File: src/rtl/alu_pkg.sv
// rtl/alu_pkg.sv - shared widths, opcode constants and shifter mode encoding for alu_unit
package alu_pkg;

  localparam int ALU_WIDTH   = 16;
  localparam int ALU_SHIFT_W = 4;

  localparam logic [2:0] OP_ADD = 3'b000;
  localparam logic [2:0] OP_SUB = 3'b001;
  localparam logic [2:0] OP_AND = 3'b010;
  localparam logic [2:0] OP_OR  = 3'b011;
  localparam logic [2:0] OP_XOR = 3'b100;
  localparam logic [2:0] OP_SLL = 3'b101;
  localparam logic [2:0] OP_SRL = 3'b110;
  localparam logic [2:0] OP_SRA = 3'b111;

  typedef enum logic [1:0] {
    SH_SLL = 2'b00,
    SH_SRL = 2'b01,
    SH_SRA = 2'b10
  } shift_mode_e;

  // Non-shift opcodes map to SRL; the shifter output is simply not selected for them.
  function automatic shift_mode_e op_to_shift_mode(input logic [2:0] op);
    shift_mode_e mode;
    case (op)
      OP_SLL:  mode = SH_SLL;
      OP_SRA:  mode = SH_SRA;
      default: mode = SH_SRL;
    endcase
    return mode;
  endfunction

endpackage

File: src/rtl/alu_shifter.sv
// rtl/alu_shifter.sv - combinational log2-stage barrel shifter (SLL/SRL/SRA)
module alu_shifter
  import alu_pkg::*;
#(
  parameter int WIDTH   = ALU_WIDTH,
  parameter int SHIFT_W = ALU_SHIFT_W
) (
  input  logic [WIDTH-1:0]   data,
  input  logic [SHIFT_W-1:0] amount,
  input  shift_mode_e        mode,
  output logic [WIDTH-1:0]   result
);

  localparam logic [WIDTH-1:0] ONES = {WIDTH{1'b1}};

  function automatic logic [WIDTH-1:0] bit_reverse(input logic [WIDTH-1:0] v);
    logic [WIDTH-1:0] r;
    for (int k = 0; k < WIDTH; k++) begin
      r[k] = v[WIDTH-1-k];
    end
    return r;
  endfunction

  logic             left;
  logic             fill;
  logic [WIDTH-1:0] cur;

  // Left shifts reuse the right-shift stages on the bit-reversed operand.
  always_comb begin
    left = (mode == SH_SLL);
    fill = (mode == SH_SRA) && data[WIDTH-1];
    cur  = left ? bit_reverse(data) : data;
    for (int i = 0; i < SHIFT_W; i++) begin
      if (amount[i]) begin
        cur = (cur >> (1 << i)) | (fill ? ~(ONES >> (1 << i)) : '0);
      end
    end
    result = left ? bit_reverse(cur) : cur;
  end

endmodule

File: src/rtl/alu_unit.sv
// rtl/alu_unit.sv - 16-bit registered execute-stage ALU with signed-overflow flag
// ALU_FLAGS_EN adds registered ALU_Zero / ALU_Neg outputs.
module alu_unit
  import alu_pkg::*;
#(
  parameter int WIDTH   = ALU_WIDTH,
  parameter int SHIFT_W = ALU_SHIFT_W
) (
  input  logic               clk,
  input  logic               rst,
  input  logic [WIDTH-1:0]   ALU_DA,
  input  logic [WIDTH-1:0]   ALU_DB,
  input  logic [2:0]         ALU_CTL,
  input  logic [SHIFT_W-1:0] ALU_SHIFT,
  output logic [WIDTH-1:0]   ALU_DC,
  output logic               ALU_OverFlow
`ifdef ALU_FLAGS_EN
  ,
  output logic               ALU_Zero,
  output logic               ALU_Neg
`endif
);

  logic [WIDTH-1:0] sum;
  logic [WIDTH-1:0] diff;
  logic [WIDTH-1:0] shift_res;
  shift_mode_e      shift_mode;

  logic [WIDTH-1:0] dc_d, dc_q;
  logic             ovf_d, ovf_q;

  assign shift_mode = op_to_shift_mode(ALU_CTL);

  alu_shifter #(
    .WIDTH   (WIDTH),
    .SHIFT_W (SHIFT_W)
  ) u_shifter (
    .data   (ALU_DA),
    .amount (ALU_SHIFT),
    .mode   (shift_mode),
    .result (shift_res)
  );

  always_comb begin
    sum   = ALU_DA + ALU_DB;
    diff  = ALU_DA - ALU_DB;
    dc_d  = '0;
    ovf_d = 1'b0;
    case (ALU_CTL)
      OP_ADD: begin
        dc_d  = sum;
        ovf_d = (ALU_DA[WIDTH-1] == ALU_DB[WIDTH-1]) && (sum[WIDTH-1] != ALU_DA[WIDTH-1]);
      end
      OP_SUB: begin
        dc_d  = diff;
        ovf_d = (ALU_DA[WIDTH-1] != ALU_DB[WIDTH-1]) && (diff[WIDTH-1] != ALU_DA[WIDTH-1]);
      end
      OP_AND:                 dc_d = ALU_DA & ALU_DB;
      OP_OR:                  dc_d = ALU_DA | ALU_DB;
      OP_XOR:                 dc_d = ALU_DA ^ ALU_DB;
      OP_SLL, OP_SRL, OP_SRA: dc_d = shift_res;
      default:                dc_d = '0;
    endcase
  end

  always_ff @(posedge clk or posedge rst) begin
    if (rst) begin
      dc_q  <= '0;
      ovf_q <= 1'b0;
    end else begin
      dc_q  <= dc_d;
      ovf_q <= ovf_d;
    end
  end

  assign ALU_DC       = dc_q;
  assign ALU_OverFlow = ovf_q;

`ifdef ALU_FLAGS_EN
  logic zero_d, zero_q;
  logic neg_d, neg_q;

  always_comb begin
    zero_d = (dc_d == '0);
    neg_d  = dc_d[WIDTH-1];
  end

  always_ff @(posedge clk or posedge rst) begin
    if (rst) begin
      zero_q <= 1'b0;
      neg_q  <= 1'b0;
    end else begin
      zero_q <= zero_d;
      neg_q  <= neg_d;
    end
  end

  assign ALU_Zero = zero_q;
  assign ALU_Neg  = neg_q;
`endif

endmodule

File: config.mk
export PLATFORM = sky130hd
export DESIGN_NAME = alu_unit
export DESIGN_NICKNAME = d
export VERILOG_FILES = /design/src/rtl/alu_pkg.sv /design/src/rtl/alu_shifter.sv /design/src/rtl/alu_unit.sv
export SDC_FILE = /design/constraint.sdc
export NUM_CORES = 1
export LEC_CHECK = 0
export ABC_AREA = 1
export CORE_MARGIN = 2
export CORE_UTILIZATION = 60
export DETAILED_ROUTE_END_ITERATION = 7
export DONT_BUFFER_PORTS = 1
export GPL_ROUTABILITY_DRIVEN = 0
export GPL_TIMING_DRIVEN = 0
export PLACE_DENSITY = 0.74
export SYNTH_ARGS = -nofsm -noshare
export SYNTH_HDL_FRONTEND = slang
export SYNTH_SLANG_ARGS = --single-unit
File: constraint.sdc
create_clock -name clk -period 0.8 [get_ports clk]
set_input_delay 0.2 -clock clk [delete_from_list [all_inputs] [get_ports clk]]
set_output_delay 0.2 -clock clk [all_outputs]
set_load 0.02 [all_outputs]
# Word-level counts from Yosys, hierarchy flattened
# Cells that the tools add are included.
# classes
add_sub_neg,2
n_eq_ne,12
mux,13
bitwise,7
n_reduce_logical,6
# ops
operator,count
16-bit 2-to-1 mux,10
16-bit one-hot mux with 6 select lines,1
16-bit adder,1
16-bit AND,1
12-bit by 16-bit OR with 16-bit output,1
14-bit by 16-bit OR with 16-bit output,1
15-bit by 16-bit OR with 16-bit output,1
16-bit OR,1
8-bit by 16-bit OR with 16-bit output,1
16-bit subtractor,1
16-bit bitwise XOR,1
"3-bit equality test, second input constant",4
"3-bit by 2-bit equality test with 1-bit output, second input constant",2
2-bit one-hot mux with 2 select lines,1
"3-bit by 1-bit equality test with 1-bit output, second input constant",1
1-bit logical AND,3
3-bit logical NOT,1
1-bit inequality test,3
3-bit OR reduction,1
"2-bit equality test, second input constant",1
2-bit logical NOT,1
1-bit one-hot mux with 2 select lines,1
1-bit equality test,1
# totals
ff_bits,17
inputBits,41

# Longest topological paths before layout
# logic_depth
ltp_word,15
ltp_mapped,15
ltp_nobuf,14

# Cells and area by module
# From an unflattened synthesis, not the netlist that was laid out.
# hier_totals
hier_cells,857
hier_area_um2,4743.3
# by_module_without_submodules
mod,n_inst,cells_each,area_each_um2
alu_unit,1,562,3357.0
alu_shifter,1,295,1386.3

# Worst setup path after synthesis
# No wires, ideal clock.
# synth_timing
kind,in2reg
from,input port ALU_DA[0]
to,"register dc_q[8], in the netlist ALU_DC[8]"
arrival_time_ps,1732
slack_ps,-1059
cell_stages,13
path_buffers,0
cell_sequence,inv_1 > ha_1 > fa_1 > nand3b_1 > nand2_1 > nand2_1 > nand2_1 > nand3_1 > nand2_1 > a21oi_1 > o21ai_0 > nand2_1 > nand3b_1
# synth_between
elab_chain_cells,10
word_cells_on_any_way,13
classes_between,2 x add/sub; 7 x mux; 4 x bitwise
# synth_lines
item,line_no,text
from (decl),alu_unit.sv:11,"input logic [WIDTH-1:0] ALU_DA,"
16-bit 2-to-1 mux,alu_shifter.sv:32,cur = left ? bit_reverse(data) : data;
15-bit by 16-bit OR with 16-bit output,alu_shifter.sv:35,cur = (cur >> (1 << i)) | (fill ? ~(ONES >> (1 << i)) : '0);
16-bit 2-to-1 mux,alu_shifter.sv:34,if (amount[i]) begin
14-bit by 16-bit OR with 16-bit output,alu_shifter.sv:35,
16-bit 2-to-1 mux,alu_shifter.sv:34,
12-bit by 16-bit OR with 16-bit output,alu_shifter.sv:35,
16-bit 2-to-1 mux (2 in a row),alu_shifter.sv:34,
16-bit 2-to-1 mux,alu_shifter.sv:38,result = left ? bit_reverse(cur) : cur;
16-bit one-hot mux with 6 select lines (*),alu_unit.sv:49,case (ALU_CTL)
net dc_d[8],alu_unit.sv:29,"logic [WIDTH-1:0] dc_d, dc_q;"
to (signal assigned),alu_unit.sv:68,dc_q <= '0;
to (signal assigned),alu_unit.sv:71,dc_q <= dc_d;
to (decl),alu_unit.sv:29,
# The timed path passes the listed nets; every way through them passes the cells marked *.

# Worst setup path in the final report
# layout_timing
from,input port ALU_DB[1]
to,"register dc_q[7], in the netlist ALU_DC[7]"
# layout_between
elab_chain_cells,2
word_cells_on_any_way,3
classes_between,2 x add/sub; 1 x mux
# layout_lines
item,line_no,text
from (decl),alu_unit.sv:12,"input logic [WIDTH-1:0] ALU_DB,"
16-bit subtractor / 16-bit adder (equally long branches),"alu_unit.sv:46, alu_unit.sv:45",
16-bit one-hot mux with 6 select lines (*),alu_unit.sv:49,
net dc_d[7],alu_unit.sv:29,
# Marks and branches as above.

==> results.toml <==
[timing]
max_freq_mhz = 556
hold_violations = 17
finalMaxSlewViolations = 0
fin_ws_ps = -999
rsz0062_at_grt = "yes"
period_share = 2.25
tightest_slew_ps = 657
finalSetupViolations = 34
max-slew-margin-rel = 0.560
period_minus_slack_ps = 1800
setup_tns_ps = -15130
hold_slack_ps = -109

[layout]
final_nets = 823
multi_input_area_um2 = 4010
final_cells = 809
layout-drive-gt1-share = 0.366
seqCellArea_um2 = 435
diodes = 0
fillers = 397
fin_util = 0.857
final_area_um2 = 5500
syn_to_final_growth_pct = 35.8

[critical_path]
cp-end-kind = "register"
required_ps = 890
critical_path.max_stage_delay_ps = 280
worst-path-buf-inv = 1
setup.worst_path.start_class = "input pin"
crit_fanout = 3
crit_slowest_cell = "ha_4"
crit_chain = "clkinvlp_4, ha_4, or2_4, o21ai_4, nand2_2, nand2_2, nand2_1, nand2_2, a21oi_1, o21ai_1, nand2_1, nand3b_1"
cp_common_cell = "nand2_2"
cpLargestDelayFamily = "simple AND/OR/NAND/NOR gates"
arrival_ps = 1890
worstSetupPathType = "input pin to register"

[route]
vias = 5640
dr.pass1.iters = 7
ant_nets = 0
vias_per_cell = 6.97
finalWirelength_mm = 17.3
drtIter0Drc = 982
wl_per_cell_um = 21.4
drc_errors = 0

[clock_tree]
htreeDepth = 1
clock-sinks = 17
root_buffer = "clkbuf_8"
cts_tree = "built"
clockBufferDepth = 2
cts_inserted_buffers = 3
path_clk_slew_ps = 60

[die]
die_w_um = 86.2
rows = 29
die_y_um = 86.2
ios = 58
dieArea_um2 = 7430
core_area_um2 = 6420
start_util = 0.631

[synthesis]
synth_seq_area_share = 0.105
synth_compound_area_frac = 0.164
synthSimpleGateAreaFrac = 0.439
synth-main-ff-cell = "dfrtp_1"
synth_nets = 785
synth_top_family_by_area = "simple AND/OR/NAND/NOR gates"
netlist_instances = 695
yosys.area_share.adder = 0.155
async_reset_ff_frac = 1.00
synth_largest_area_cell = "nand3_1"
synth_edf_count = 0
synthXorXnorAreaFrac = 0.0130
yosys-top-cells-area = "nand3_1 19%, ha_1 15%, nand2_1 14%"
muxShareOfSynthArea = 0
ys_ff_latch = 17
synthDistinctLibCells = 41
postSynthAreaPerCell_um2 = 5.83
synth_warnings = 0
netlist_area_um2 = 4050
synth_top_area_share = 0.187

[place]
hpwl_mm = 11.3
dp_slack_ps = -1190
placed_area_um2 = 4390
io_buffers = 0
dpl.cell_count = 772

[global_route]
grt_overflow = 0
grt_pass1_wl_mm = 24.6
grt_max_degree = 18
grt_pass1_vias = 4918
antenna_found_initial = 0
grtUsageTotal = 0.413

[hold_path]
min_path_type = "input pin to asynchronous set/reset pin"

[power_and_ir_drop]
peakVddDrop_uv = 635
p_leak_nw = 2.58
p_per_area_nw_per_um2 = 993

[flow_run]
cap_violations = 0

[run_status]
violations = "negative hold slack, negative setup slack"
outcome = "complete, but fails checks"
[cell usage in the layout (no fill, tap or decap), types with 3 or more instances in the layout]
cell type,instances
ha_1,33
nor3_1,3
a221oi_1,7
ha_4,12
nand2_2,36
buf_6,6
o21ai_0,19
o21ai_1,13
dfrtp_1,9
clkbuf_1,4
nand3_1,86
inv_4,5
nand2_4,4
dfrtp_2,8
nor2_4,5
nand2_1,117
xor2_1,4
nand3_4,5
nor2_2,6
clkbuf_8,3
a21oi_1,33
a21oi_4,7
o211ai_1,3
a21oi_2,11
clkinvlp_4,3
nor2_1,35
nand4_1,12
clkbuf_2,5
nand3_2,69
o21ai_2,4
inv_1,67
buf_4,33
inv_2,15
buf_2,4
nand3b_1,4
buf_12,5
o22ai_1,7
[path summary, 6_finish.rpt]
kind	startpoint	to	slack, ps	cells past startpoint
worst max-delay path	ALU_DB[1]	ALU_DC[7]$_DFF_PP0_	-1000	12
worst min-delay path	rst	ALU_DC[3]$_DFF_PP0_	-110	1
max in group asynchronous	rst	ALU_DC[0]$_DFF_PP0_	510	1
min in group clk	ALU_DA[15]	ALU_OverFlow$_DFF_PP0_	140	3
[metal layers]
layer	track usage	wire length, µm
met3	0.0771	2420
met4	0.148	1420
met1	0.552	6150
met5	0	0
met2	0.667	7280
[registers in the layout, summed over array words and instances, names as in the netlist]
| name | cells |
|---|---|
| ALU_DC | 16 |
| ALU_OverFlow | 1 |
[cells in the mapped netlist, types with 6 or more instances]
cell and instances:
buf_4 6, nand4_1 12, nand2_1 156, nand3_2 8, ha_1 47, buf_2 10, inv_1 87, nor2_1 45
dfrtp_1 17, o21ai_0 32, clkbuf_1 8, a21oi_1 51, nand3_1 151, a221oi_1 8, o22ai_1 7
[report_power, final]
group / internal, mW / switching [mW]
clock network: 0.352 / 0.237
logic: 1.35 / 2.30
registers: 1.00 / 0.215
total: 2.71 / 2.75
[through the flow]
| step | power, mW | hold WS, ps |
|---|---|---|
| after floorplan | 3.17 | 126 |
| final | 5.46 | -109 |
| after CTS | 4.71 | -92.9 |
| after global placement | 3.70 | 158 |
| after detailed placement | 3.75 | 166 |
| after global routing | 5.70 | -57.9 |
[repair_timing]
item	in CTS	in global routing
setup endpoints to repair	34	34
pin swaps	44	52
buffers inserted	14	23
endpoints found under the hold margin	17	17
gates resized for setup	97	108
gates cloned	1	0
[cell families (layout without fill, tap and decap cells)]
logic type / count (synthesis) / after routing
AO/OA/AOI/OAI: 116 / 116
buffers and inverters: 120 / 157
XOR/XNOR: 6 / 6
adder cells (fa/ha/maj): 49 / 49
flip-flops: 17 / 17
AND/OR/NAND/NOR: 387 / 387
[area by class of cell]
type | count | share of cell area
buffer | 25 | 0.0346
multi-input combinational | 558 | 0.729
timing repair buffer | 36 | 0.0623
sequential | 17 | 0.0791
tap | 77 | 0.0175
inverter | 92 | 0.0693
clock buffer | 4 | 0.00819
(Power assumes the default switching activity.)
